<file path="src/rtl/adder_drv_pkg.sv">
// Shared types and helpers for the adder operand driver.
//   state_t      : run FSM states
//   DEFAULT_TAPS : x^32+x^22+x^2+x+1 Galois feedback mask
//   lfsr_next    : one Galois LFSR step, computed on a 64-bit container
package adder_drv_pkg;

  typedef enum logic [1:0] {
    IDLE = 2'd0,
    SEND = 2'd1,
    RECV = 2'd2,
    DONE = 2'd3
  } state_t;

  localparam logic [31:0] DEFAULT_TAPS = 32'h8020_0003;

  // Widest LFSR the helper supports; callers zero-extend into it.
  localparam int unsigned LFSR_MAX_WIDTH = 64;

  // Galois step: shift right, fold the taps in when the lsb falls out.
  function automatic logic [LFSR_MAX_WIDTH-1:0] lfsr_next(
    input logic [LFSR_MAX_WIDTH-1:0] s,
    input logic [LFSR_MAX_WIDTH-1:0] taps
  );
    return (s >> 1) ^ (s[0] ? taps : LFSR_MAX_WIDTH'(0));
  endfunction

endpackage

</file>
<file path="src/rtl/adder_operand_driver_lfsr.sv">
// Galois LFSR operand source (WIDTH <= 64).
//   clk, rst : clock, async active-high reset (reloads seed)
//   load     : reload seed
//   step     : advance one step
//   value    : current LFSR state
module galois_lfsr
  import adder_drv_pkg::*;
#(
  parameter int unsigned      WIDTH = 32,
  parameter logic [WIDTH-1:0] TAPS  = WIDTH'(DEFAULT_TAPS),
  parameter logic [WIDTH-1:0] SEED  = WIDTH'(1)
) (
  input  logic             clk,
  input  logic             rst,
  input  logic             load,
  input  logic             step,
  output logic [WIDTH-1:0] value
);

  // An all-zero state would lock up the LFSR.
  localparam logic [WIDTH-1:0] SEED_FIX = (SEED == '0) ? WIDTH'(1) : SEED;

  // State register; load has priority over step.
  always_ff @(posedge clk or posedge rst) begin
    if (rst) begin
      value <= SEED_FIX;
    end else if (load) begin
      value <= SEED_FIX;
    end else if (step) begin
      value <= WIDTH'(lfsr_next(LFSR_MAX_WIDTH'(value), LFSR_MAX_WIDTH'(TAPS)));
    end
  end

endmodule

</file>
<file path="src/rtl/adder_operand_driver.sv">
// Synthesizable stimulus/checker for the two-handshake adder wrapper.
// Generates operand pairs, offers them on in_valid/in_ready, accepts the
// result on res_valid/res_ready, and keeps pass/fail statistics.
//   clk, rst        : clock, async active-high reset
//   start           : begin a run (honoured only in IDLE/DONE)
//   mode            : 0 = LFSR operands, 1 = directed (index, ~index)
//   num_txn         : transactions per run
//   a, b, in_valid  : operand channel out, in_ready back
//   res_data/valid  : result channel in, res_ready back
//   busy, done      : run status
//   txn_count       : results accepted
//   err_count       : mismatches (saturating)
//   first_err_idx   : index of first mismatch, FFFF if none
module adder_operand_driver
  import adder_drv_pkg::*;
#(
  parameter int unsigned      WIDTH     = 32,
  parameter int unsigned      RES_WIDTH = WIDTH + 1,
  parameter logic [WIDTH-1:0] TAPS      = WIDTH'(DEFAULT_TAPS),
  parameter logic [WIDTH-1:0] SEED_A    = WIDTH'(32'h0000_0001),
  parameter logic [WIDTH-1:0] SEED_B    = WIDTH'(32'h0000_0002)
) (
  input  logic                 clk,
  input  logic                 rst,
  input  logic                 start,
  input  logic                 mode,
  input  logic [15:0]          num_txn,
  output logic [WIDTH-1:0]     a,
  output logic [WIDTH-1:0]     b,
  output logic                 in_valid,
  input  logic                 in_ready,
  input  logic [RES_WIDTH-1:0] res_data,
  input  logic                 res_valid,
  output logic                 res_ready,
  output logic                 busy,
  output logic                 done,
  output logic [15:0]          txn_count,
  output logic [15:0]          err_count,
  output logic [15:0]          first_err_idx
);

  localparam int unsigned CNT_W = 16;
  localparam logic [CNT_W-1:0] NO_ERR = 16'hFFFF;

  // Operand registers are loaded together with the LFSRs, so the seeds are
  // needed here directly (zero seed replaced by 1, as in the LFSR).
  localparam logic [WIDTH-1:0] SEED_A_FIX = (SEED_A == '0) ? WIDTH'(1) : SEED_A;
  localparam logic [WIDTH-1:0] SEED_B_FIX = (SEED_B == '0) ? WIDTH'(1) : SEED_B;

  state_t               state, state_nxt;
  logic                 mode_q, mode_nxt;
  logic [CNT_W-1:0]     num_q, num_nxt;
  logic [CNT_W-1:0]     txn_nxt, err_nxt, fei_nxt;
  logic [RES_WIDTH-1:0] expected, exp_nxt;
  logic [WIDTH-1:0]     a_nxt, b_nxt;
  logic                 in_valid_nxt, res_ready_nxt, busy_nxt, done_nxt;
  logic                 lfsr_load, lfsr_step;
  logic [WIDTH-1:0]     lfsr_a, lfsr_b;
  logic [WIDTH-1:0]     lfsr_a_adv, lfsr_b_adv;
  logic [WIDTH:0]       op_sum;
  logic [CNT_W-1:0]     txn_inc;

  galois_lfsr #(.WIDTH(WIDTH), .TAPS(TAPS), .SEED(SEED_A)) u_lfsr_a (
    .clk   (clk),
    .rst   (rst),
    .load  (lfsr_load),
    .step  (lfsr_step),
    .value (lfsr_a)
  );

  galois_lfsr #(.WIDTH(WIDTH), .TAPS(TAPS), .SEED(SEED_B)) u_lfsr_b (
    .clk   (clk),
    .rst   (rst),
    .load  (lfsr_load),
    .step  (lfsr_step),
    .value (lfsr_b)
  );

  // Values the LFSRs will hold after this cycle's step; these become the
  // operands of the next transaction.
  assign lfsr_a_adv = WIDTH'(lfsr_next(LFSR_MAX_WIDTH'(lfsr_a), LFSR_MAX_WIDTH'(TAPS)));
  assign lfsr_b_adv = WIDTH'(lfsr_next(LFSR_MAX_WIDTH'(lfsr_b), LFSR_MAX_WIDTH'(TAPS)));
  assign op_sum     = {1'b0, a} + {1'b0, b};
  assign txn_inc    = txn_count + CNT_W'(1);

  // State and output registers.
  always_ff @(posedge clk or posedge rst) begin
    if (rst) begin
      state         <= IDLE;
      mode_q        <= 1'b0;
      num_q         <= '0;
      txn_count     <= '0;
      err_count     <= '0;
      first_err_idx <= NO_ERR;
      expected      <= '0;
      a             <= '0;
      b             <= '0;
      in_valid      <= 1'b0;
      res_ready     <= 1'b0;
      busy          <= 1'b0;
      done          <= 1'b0;
    end else begin
      state         <= state_nxt;
      mode_q        <= mode_nxt;
      num_q         <= num_nxt;
      txn_count     <= txn_nxt;
      err_count     <= err_nxt;
      first_err_idx <= fei_nxt;
      expected      <= exp_nxt;
      a             <= a_nxt;
      b             <= b_nxt;
      in_valid      <= in_valid_nxt;
      res_ready     <= res_ready_nxt;
      busy          <= busy_nxt;
      done          <= done_nxt;
    end
  end

  // Next-state and next-output logic.
  always_comb begin
    state_nxt     = state;
    mode_nxt      = mode_q;
    num_nxt       = num_q;
    txn_nxt       = txn_count;
    err_nxt       = err_count;
    fei_nxt       = first_err_idx;
    exp_nxt       = expected;
    a_nxt         = a;
    b_nxt         = b;
    in_valid_nxt  = in_valid;
    res_ready_nxt = res_ready;
    busy_nxt      = busy;
    done_nxt      = done;
    lfsr_load     = 1'b0;
    lfsr_step     = 1'b0;

    case (state)
      IDLE, DONE: begin
        if (start) begin
          mode_nxt  = mode;
          num_nxt   = num_txn;
          txn_nxt   = '0;
          err_nxt   = '0;
          fei_nxt   = NO_ERR;
          lfsr_load = 1'b1;
          if (num_txn == '0) begin
            state_nxt = DONE;
            done_nxt  = 1'b1;
            busy_nxt  = 1'b0;
          end else begin
            state_nxt    = SEND;
            in_valid_nxt = 1'b1;
            busy_nxt     = 1'b1;
            done_nxt     = 1'b0;
            a_nxt        = mode ? '0 : SEED_A_FIX;
            b_nxt        = mode ? '1 : SEED_B_FIX;
          end
        end
      end

      SEND: begin
        if (in_valid && in_ready) begin
          state_nxt     = RECV;
          in_valid_nxt  = 1'b0;
          res_ready_nxt = 1'b1;
          exp_nxt       = RES_WIDTH'(op_sum);
        end
      end

      RECV: begin
        if (res_valid && res_ready) begin
          res_ready_nxt = 1'b0;
          lfsr_step     = 1'b1;
          txn_nxt       = txn_inc;
          if (res_data != expected) begin
            if (err_count != NO_ERR) begin
              err_nxt = err_count + CNT_W'(1);
            end
            // err_count is zero only before the first mismatch of the run.
            if (err_count == '0) begin
              fei_nxt = txn_count;
            end
          end
          if (txn_inc == num_q) begin
            state_nxt = DONE;
            done_nxt  = 1'b1;
            busy_nxt  = 1'b0;
          end else begin
            state_nxt    = SEND;
            in_valid_nxt = 1'b1;
            a_nxt        = mode_q ? WIDTH'(txn_inc) : lfsr_a_adv;
            b_nxt        = mode_q ? ~WIDTH'(txn_inc) : lfsr_b_adv;
          end
        end
      end

      default: state_nxt = IDLE;
    endcase
  end

endmodule

</file>
<file path="config.mk">
export PLATFORM = sky130hd
export DESIGN_NAME = adder_operand_driver
export DESIGN_NICKNAME = d
export VERILOG_FILES = /design/src/rtl/adder_drv_pkg.sv /design/src/rtl/adder_operand_driver_lfsr.sv /design/src/rtl/adder_operand_driver.sv
export SDC_FILE = /design/constraint.sdc
export NUM_CORES = 1
export LEC_CHECK = 0
export CORE_MARGIN = 3
export CORE_UTILIZATION = 55
export CTS_BUF_LIST = sky130_fd_sc_hd__clkbuf_4 sky130_fd_sc_hd__clkbuf_8
export DETAILED_ROUTE_END_ITERATION = 10
export GPL_ROUTABILITY_DRIVEN = 0
export MAX_ROUTING_LAYER = met4
export PLACE_DENSITY = 0.82
export RECOVER_POWER = 25
export SYNTH_ARGS = -nofsm -noshare
export SYNTH_HDL_FRONTEND = slang
export SYNTH_SLANG_ARGS = --single-unit
</file>
<file path="constraint.sdc">
create_clock -name clk -period 8.1 [get_ports clk]
set_input_delay 1.215 -clock clk [delete_from_list [all_inputs] [get_ports clk]]
set_output_delay 1.215 -clock clk [all_outputs]
set_load 0.02 [all_outputs]
</file>
Word-level counts from Yosys, hierarchy flattened:

Index checks and enable logic that the tools add are counted.

* bitwise logic cells: 3
* equality and inequality tests: 15
* multiplexer cells: 61
* add/sub/neg operators: 3
* reduce and logical (&&, ||, !) cells: 19

Operators with widths (count)
* $mux W32: 17
* $mux W16: 9
* $pmux W32 S2: 2
* $pmux W16 S2: 3
* $xor A31 B32 Y32: 2
* $add A32 B32 Y33: 1
* $ne A33 B33 Y1: 1
* $add A16 B1 Y16 const B: 2
* $logic_not A16 Y1: 2
* $not A16 Y32: 1
* $mux W1: 20
* $reduce_and A5 Y1: 4
* $ne A2 B2 Y1 const B: 9
* $eq A16 B16 Y1: 1
* $ne A16 B16 Y1 const B: 1
* $mux W2: 5
* $reduce_and A3 Y1: 3
* $pmux W1 S2: 3
* $pmux W2 S3: 1
* $reduce_bool A2 Y1: 3
* $eq A2 B2 Y1 const B: 2
* $reduce_and A2 Y1: 2
* $reduce_and A4 Y1: 1
* $pmux W1 S3: 1
* 4 further kinds: 5

* register bits: 232
* output and inout bits: 116
* logic and storage cells: 116
* bits of input ports: 55

Logic depth before layout (Yosys ltp):

Gate-level depths: netlist of the first run.

* depth in word-level cells: 6
* mapped depth: 12
* mapped depth without buffers: 10

Hierarchy:

From an unflattened synthesis of the first run, not the netlist that was laid out.

* cell total of the unflattened synthesis: 1310
* area total of the unflattened synthesis: 13132.6 sq um

By module, submodules not included
* adder_operand_driver: area an instance 10398.7 sq um, sequential area each 4224.1 sq um, instances 1, cells each 1094
* galois_lfsr at u_lfsr_b: area an instance 1371.3 sq um, sequential area each 802.0 sq um, instances 1, cells each 109
* galois_lfsr at u_lfsr_a: area an instance 1362.6 sq um, sequential area each 802.0 sq um, instances 1, cells each 107

Worst setup path after synthesis of the first run:

Ideal clock, no wire load.

* path type: input port to flip-flop
* start: in res_valid
* end: reg err_count[15]
* data required time: 7.976 ns
* buffers on the path: 3
* path slack: 5.048 ns
* data arrival time: 2.929 ns
* stages on the path: 11
* library setup time: 0.124 ns
* cells stage by stage: nand2_1 -> nand2_1 -> o21ai_0 -> or2_2 -> clkbuf_1 -> a21oi_1 -> and2_0 -> clkbuf_1 -> buf_2 -> nor4_1 -> o21bai_1

* cells in the longest elaborated chain, start to end: 3

RTL lines
* start: declaration: line adder_operand_driver.sv:33 `input logic res_valid,`
* $logic_and A1 B1 Y1: line adder_operand_driver.sv:171 `if (res_valid && res_ready) begin`
* $ne A2 B2 Y1 (no source line)
* $reduce_and A5 Y1 (no source line)
* end signal: assignment: line adder_operand_driver.sv:107 `err_count <= err_nxt;`
* end: declaration: line adder_operand_driver.sv:38 `output logic [15:0] err_count,`

No other way between the ends.
A chain may end at the register's enable or synchronous reset.

Worst setup path after layout of the first run:

* start: in res_valid
* end: reg first_err_idx[0]

* cells in the longest elaborated chain, start to end: 3

RTL lines
* $logic_and A1 B1 Y1: line adder_operand_driver.sv:171
* $ne A2 B2 Y1 (no source line)
* $reduce_and A5 Y1 (no source line)
* end signal: assignment: line adder_operand_driver.sv:108 `first_err_idx <= fei_nxt;`
* end: declaration: line adder_operand_driver.sv:39 `output logic [15:0] first_err_idx`

No other way between the ends.

==> results.py, run 1 <==
metrics = {
    "synthesis": {
        "synth_compound_area_share_pct": 18.49,
        "synthMuxAreaShare_pct": 1.258,
        "yosysSeqAreaShare_pct": 46.16,
        "postSynthCellCount": 1395,
        "synthTopCellsByCount": "292 x nand2_1, 214 x dfrtp_1, 111 x a21oi_1",
        "synth_top_family_by_area": "simple AND/OR/NAND/NOR gates",
        "synth_xor_xnor_area_share_pct": 6.887,
        "yosys-top-cells-area": "dfrtp_1 42%, nand2_1 8.7%, a21oi_1 4.4%, ha_1 3.8%, dfstp_2 3.7%",
        "syn_area_mm2": 0.01263,
        "yosysWarnings": 0,
        "ys_types": 78,
        "synth_flop_cell": "dfrtp_1",
        "avgSynthCellArea_um2": 9.052,
        "synth_nets": 1489,
        "yosysMostFrequentCell": "nand2_1",
        "synth_edf_count": 0,
        "synthArstFlopShare_pct": 100.0,
        "yosys_register_bits": 232,
        "synth_top_area_cell": "dfrtp_1",
        "yosys.area_share.adder_pct": 3.924,
        "yosys.area_share.simple_pct": 18.84,
        "synth_top_area_share_pct": 42.41,
    },
    "drt": {
        "drt_iter0_markers": 1005,
        "via_per_inst": 5.997,
        "wl_met1_mm": 15.28,
        "route.detailed.drc": 0,
        "num_vias": 11040,
        "detail_route.wirelength_mm": 35.74,
        "met3_length_mm": 3.138,
        "top_layer": "met4",
        "drt-wirelength-per-cell_um": 19.41,
        "firstDrtPassIters": 6,
        "drtAntennaViolNets": 0,
        "wl_met2_mm": 16.09,
    },
    "placed_design": {
        "place_ws_ns": 3.330,
        "portBuffers": 170,
        "placed_cells": 1769,
        "dp_hpwl_mm": 25.29,
        "place_area_mm2": 0.01437,
    },
    "timing": {
        "clock.fmax_mhz": 233.0,
        "slew_headroom_pct": -68.00,
        "finalSetupViolations": 0,
        "worst_pin_slew_ns": 2.520,
        "fin_crit_sh_pct": 52.98,
        "hold_violations": 0,
        "skew_ns": 0.01629,
        "setup_ws_ns": 3.808,
        "fin_tns_setup_ns": 0,
        "fin_crit_ns": 4.292,
        "maxSlewViolCount": 72,
        "rsz0062_at_grt": "no",
    },
    "clock_network": {
        "cts_hold_buf": 0,
        "cts_tree": "built",
        "cts_setup_buffers": 0,
        "clockRootBuffer": "clkbuf_8",
        "cts_sinks": 232,
        "post_cts_resized": 0,
        "clock_path_buffers": 3,
        "h-tree-depth": 2,
        "clk_pin_slew_ns": 0.06,
        "clk_latency_ns": 0.55,
        "cts_buffers": 39,
    },
    "final_layout": {
        "drive_gt1_share_pct": 8.712,
        "antennaDiodeCount": 0,
        "stdcell_count": 1841,
        "layout.nets": 1624,
        "final_area_mm2": 0.01520,
        "syn2layout_area_growth_pct": 20.36,
    },
    "global_route": {
        "grt_pass1_vias": 10540,
        "antenna_found_initial": 0,
        "grt_use_total_pct": 29.41,
        "overflow": 0,
        "grt_start_max_net_pins": 152,
        "grt_pass1_wl_mm": 56.41,
    },
    "worst_setup_path": {
        "rrSetupSlack_ns": 3.89,
        "worstSetupStartpoint": "res_valid",
        "r2r_end": "b[1]",
        "crit_path_end_kind": "flop",
        "cp_slowest_cell": "a21oi_1",
        "path_cells": "clkdlybuf4s50_1 -> nand2_1 -> nand2_1 -> o21ai_0 -> or2_2 -> a21oi_1 -> nand2_1 -> mux2_2",
        "cp.arrival_ns": 4.76,
        "path_max_fanout": 31,
        "r2r-start": "txn_count[0]",
        "worstSetupEndpoint": "first_err_idx[0]",
        "startpoint_type": "input port",
        "cp.required_ns": 8.56,
        "crit_top_cell": "nand2_1",
        "r2r_cells": 9,
        "worstSetupPathType": "in2reg",
        "cpPeakStageDelay_ns": 0.79,
    },
    "power_and_ir_drop": {
        "leakage_nw": 6.594,
        "p_int_mw": 2.963,
        "power_mw": 5.084,
        "combPwrFrac_pct": 43.0,
        "swShare_pct": 41.71,
        "clock_power_share_pct": 21.5,
        "p_per_area_mw_per_mm2": 334.5,
        "peakVddDrop_uv": 153.7,
        "pwr-share-seq_pct": 35.5,
        "p_switching_mw": 2.121,
    },
    "outcome": {
        "status": "finished with violations",
        "violations": "capacitance limit, slew limit",
    },
    "flow_run": {
        "max_cap_violations": 1,
    },
    "floorplan": {
        "fp.coreArea_mm2": 0.02216,
        "io_pins": 171,
        "die-area_mm2": 0.02481,
        "die_x_um": 157.5,
        "die_height_um": 157.5,
        "rows": 54,
        "start_util_pct": 56.98,
    },
    "hold_path": {
        "holdCritPathClass": "reg2reg",
    },
}
worst min path at each step:
stage                           start  cells after the start                 to  slack, ns
finish               first_err_idx[1]                      2   first_err_idx[1]       0.48
detailed placement           num_q[3]                      2           num_q[3]       0.47
floorplan                    num_q[3]                      2           num_q[3]       0.45
CTS                  first_err_idx[1]                      2   first_err_idx[1]       0.48
global route        first_err_idx[12]                      2  first_err_idx[12]       0.50
global placement    first_err_idx[12]                      2  first_err_idx[12]       0.46
per-stage QoR:
stage               hold WS [ns]  utilization (%)
CTS                       0.4841            68.60
floorplan                 0.4475                -
global placement          0.4644            64.84
finish                    0.4811            68.58
global route              0.4957            68.58
detailed placement        0.4708            64.84
cells in the final DEF, fill, tap and decap left out, types with 7 or more instances in the layout:
cell	count
clkdlybuf4s50_1	168
clkbuf_4	15
clkbuf_8	49
buf_4	8
ha_1	38
a21oi_1	111
nor2_1	86
o21ai_1	22
nor2b_1	7
mux2_2	7
dfstp_2	18
and3_1	15
nand3_1	17
inv_1	41
xor2_1	33
xnor2_1	54
nand2_1	292
nand4_1	20
a22o_1	14
dfrtp_1	214
a21o_1	17
o2bb2ai_1	30
nor3_1	18
o31ai_1	32
mux2i_1	8
nor4_1	11
o21ai_0	92
a211oi_1	10
routing by layer:
layer  vias to the layer above  track usage, %
li1                       5144               -
met1                      5320           40.30
met2                       483           43.25
met3                        93           6.351
met4                         0           11.16
met5                         -               -
power by group through the flow:
stage | clock network, mW | registers (mW) | logic (mW)
final | 1.09 | 1.80 | 2.19
after detailed placement | 0 | 1.81 | 2.16
after global placement | 0 | 1.80 | 2.09
after CTS | 1.11 | 1.80 | 2.18
after global routing | 1.16 | 1.83 | 2.39
after floorplan | 0 | 1.89 | 1.32
flip-flops by register name (all words and copies together), names as in the netlist:
register,count
err_count,16
done,1
res_ready,1
b,32
mode_q,1
in_valid,1
a,32
txn_count,16
u_lfsr_a.value,32
expected,33
state,2
first_err_idx,16
u_lfsr_b.value,32
busy,1
num_q,16
critical path: cells and delay by family:
family	cells	cell delay, ns
compound gates	2	0.99
buf+inv	1	0.51
mux	1	0.51
simple gates	4	1.54
cell type report:
type,count,area [µm²]
clock buffers,64,787.0
clock inverters,8,46.29
fillers,1742,6963
inverters,42,165.2
multi-input cells,1036,6256
flip-flops and latches,232,5828
well taps,280,350.3
repair buffers,179,1765
cell families after synthesis:
group | count (synthesis)
AO/OA/AOI/OAI | 372
XOR/XNOR | 92
adder cells (fa/ha/maj) | 39
buffers and inverters | 127
flip-flops | 232
multiplexers | 15
AND/OR/NAND/NOR | 518
No activity file was read; power rests on OpenSTA's default activity.
==> run 2: changes to the inputs <==
--- a/config.mk
+++ b/config.mk
@@ -6,12 +6,12 @@
 export NUM_CORES = 1
 export LEC_CHECK = 0
 export CORE_MARGIN = 3
-export CORE_UTILIZATION = 55
+export CORE_UTILIZATION = 52
 export CTS_BUF_LIST = sky130_fd_sc_hd__clkbuf_4 sky130_fd_sc_hd__clkbuf_8
 export DETAILED_ROUTE_END_ITERATION = 10
 export GPL_ROUTABILITY_DRIVEN = 0
 export MAX_ROUTING_LAYER = met4
-export PLACE_DENSITY = 0.82
+export PLACE_DENSITY = 0.81
 export RECOVER_POWER = 25
 export SYNTH_ARGS = -nofsm -noshare
 export SYNTH_HDL_FRONTEND = slang
==> constraint.sdc (replaced) <==
create_clock -name clk -period 3.57 [get_ports clk]
set_input_delay 0.5355 -clock clk [delete_from_list [all_inputs] [get_ports clk]]
set_output_delay 0.5355 -clock clk [all_outputs]
set_load 0.02 [all_outputs]
==> run 2 against run 1 <==
  * The flow still finishes with violations (capacitance limit, slew limit)
  * Cell count grew 3.5%
  * Core utilization shrank 3.2 points
  * Global-route usage shrank 1.9 points
  * Clock power grew 120%
  * Worst setup slack lost 3.4 ns
  * Hold slack lost 0.0090 ns
  * Combinational power grew 130%
==> results.py, run 2 (same netlist as run 1, synthesis figures left out) <==
metrics = {
    "worst_setup_path": {
        "cp.required_ns": 3.99,
        "worstSetupStartpoint": "txn_count[11]",
        "crit_path_end_kind": "flop",
        "cp_slowest_cell": "dfrtp_1",
        "r2r-start": "txn_count[11]",
        "cpPeakStageDelay_ns": 0.58,
        "crit_buf_inv": 1,
        "path_cells": "and4_4 -> nand4_2 -> xor2_2 -> o221ai_2 -> a2111oi_4 -> nand3_4 -> nand2_4 -> buf_4 -> o31ai_1",
        "rrSetupSlack_ns": 0.36,
        "cp_num_cells": 9,
        "critPathTopFamily": "simple AND/OR/NAND/NOR gates",
        "worstSetupEndpoint": "a[29]",
        "r2r_end": "a[29]",
        "path_max_fanout": 28,
        "startpoint_type": "flop",
        "worstSetupPathType": "reg2reg",
        "r2r_cells": 9,
        "cp.arrival_ns": 3.63,
    },
    "floorplan": {
        "start_util_pct": 53.32,
        "die-area_mm2": 0.02619,
        "die_x_um": 161.8,
        "io_pins": 171,
        "rows": 56,
        "fp.coreArea_mm2": 0.02368,
        "die_height_um": 161.8,
    },
    "timing": {
        "slew_headroom_pct": -9.855,
        "maxSlewViolCount": 69,
        "fin_tns_setup_ns": 0,
        "rsz0062_at_grt": "no",
        "fin_crit_ns": 3.210,
        "clock.fmax_mhz": 311.5,
        "worst_pin_slew_ns": 1.648,
        "finalSetupViolations": 0,
        "hold_violations": 0,
        "skew_ns": 0.02122,
        "fin_crit_sh_pct": 89.92,
    },
    "outcome": {
        "violations": "capacitance limit, slew limit",
        "status": "finished with violations",
    },
    "clock_network": {
        "clock_path_buffers": 3,
        "clk_latency_ns": 0.55,
        "clk_pin_slew_ns": 0.06,
        "cts_tree": "built",
        "cts_sinks": 232,
        "cts_setup_buffers": 0,
        "post_cts_resized": 0,
        "cts_buffers": 39,
        "clockRootBuffer": "clkbuf_8",
        "h-tree-depth": 2,
        "cts_hold_buf": 0,
    },
    "final_layout": {
        "largest_reg_flops": 33,
        "syn2layout_area_growth_pct": 22.54,
        "layout_common_cells": "292 x nand2_1, 214 x dfrtp_1, 169 x clkdlybuf4s50_1",
        "regMostFlops": "expected",
        "layout.nets": 1653,
        "antennaDiodeCount": 0,
        "final_common_cell": "nand2_1",
        "drive_gt1_share_pct": 10.14,
        "fillCellCount": 1919,
    },
    "power_and_ir_drop": {
        "leakage_nw": 6.737,
        "p_int_mw": 6.765,
        "p_switching_mw": 4.837,
        "power_mw": 11.60,
        "clock_power_share_pct": 20.5,
        "pwr-share-seq_pct": 35.3,
        "swShare_pct": 41.69,
        "peakVddDrop_uv": 332.5,
        "p_per_area_mw_per_mm2": 749.8,
        "combPwrFrac_pct": 44.2,
    },
    "drt": {
        "firstDrtPassIters": 6,
        "detail_route.wirelength_mm": 35.45,
        "num_vias": 11070,
        "drt-wirelength-per-cell_um": 18.60,
        "route.detailed.drc": 0,
        "via_per_inst": 5.808,
        "drt_iter0_markers": 1070,
        "drtAntennaViolNets": 0,
    },
    "flow_run": {
        "max_cap_violations": 2,
    },
    "hold_path": {
        "holdCritPathClass": "reg2reg",
        "min_from": "first_err_idx[3]",
    },
    "global_route": {
        "overflow": 0,
        "antenna_found_initial": 0,
        "grt_pass1_wl_mm": 56.61,
        "grt_start_max_net_pins": 50,
        "grt_pass1_vias": 10470,
        "grt_use_total_pct": 27.52,
    },
    "placed_design": {
        "dp_hpwl_mm": 26.23,
        "portBuffers": 170,
    },
}
run 2: cell count changes in the layout (fill, tap and decap cells not counted), sizes merged:
cell,change
buf,+27
clkbuf,-3
clkinvlp,+3
dlymetal6s4s,+2
inv,-2
clkdlybuf4s50,+1
clkinv,-1
dlygate4sd3,-1
run 2: layout make-up:
| type | count | area [µm²] | share of cell area [%] |
|---|---|---|---|
| timing repair buffer | 208 | 2044 | 13.21 |
| sequential | 232 | 5828 | 37.66 |
| clock buffer | 61 | 739.5 | 4.779 |
| inverter | 42 | 158.9 | 1.027 |
| clock inverter | 8 | 47.55 | 0.3073 |
| tap | 319 | 399.1 | 2.579 |
| multi-input combinational | 1036 | 6256 | 40.43 |
run 2: power by group through the flow:
stage / logic (mW) / registers [mW] / clock network, mW
2_1_floorplan: 3.00 / 4.28 / 0
3_3_place_gp: 4.95 / 4.10 / 0
3_5_place_dp: 5.08 / 4.11 / 0
4_1_cts: 5.11 / 4.08 / 2.41
5_1_grt: 5.60 / 4.16 / 2.53
6_report: 5.13 / 4.10 / 2.37
run 2: worst min-delay path: stages (launching register included):
cell,delay [ns]
dfstp_2,0.37
nand2_1,0.04
o21ai_0,0.06
run 2: metrics by stage:
stage | setup slack [ns] | cells | hold slack [ns] | utilization (%) | area (µm²)
6_report | 0.3598 | 1906 | 0.4722 | 65.34 | 15470
5_1_grt | 0.1483 | 1906 | 0.5024 | 65.34 | 15470
4_1_cts | 0.4156 | 1906 | 0.4249 | 65.42 | 15490
3_5_place_dp | 0.2790 | 1837 | 0.4693 | 62.10 | 14710
3_3_place_gp | 0.4453 | 1837 | 0.4643 | 62.10 | 14710
2_1_floorplan | 0.01327 | 1395 | 0.4475 | - | 12630
run 2: per-layer routing:
metal  up-vias  wire length (µm)  track usage, %
met3        67              2918           4.973
met5         -                 0               -
met1      5295             15310           38.34
met2       507             16360           42.07
li1       5201                 -               -
met4         0               855           7.251
run 2: worst min path at each step:
stage / end / depth (start not counted)
finish: first_err_idx[3] / 2
detailed placement: first_err_idx[15] / 2
CTS: u_lfsr_a.value[25] / 2
global placement: first_err_idx[15] / 2
global route: first_err_idx[9] / 2
floorplan: num_q[3] / 2
==> run 3: changes to the inputs <==
--- a/config.mk
+++ b/config.mk
@@ -5,6 +5,7 @@
 export SDC_FILE = /design/constraint.sdc
 export NUM_CORES = 1
 export LEC_CHECK = 0
+export ABC_CLOCK_PERIOD_IN_PS = 3570
 export CORE_MARGIN = 3
 export CORE_UTILIZATION = 52
 export CTS_BUF_LIST = sky130_fd_sc_hd__clkbuf_4 sky130_fd_sc_hd__clkbuf_8
==> results of run 3 <==
No change in the layout: final DEF, timing and power equal those of run 2.
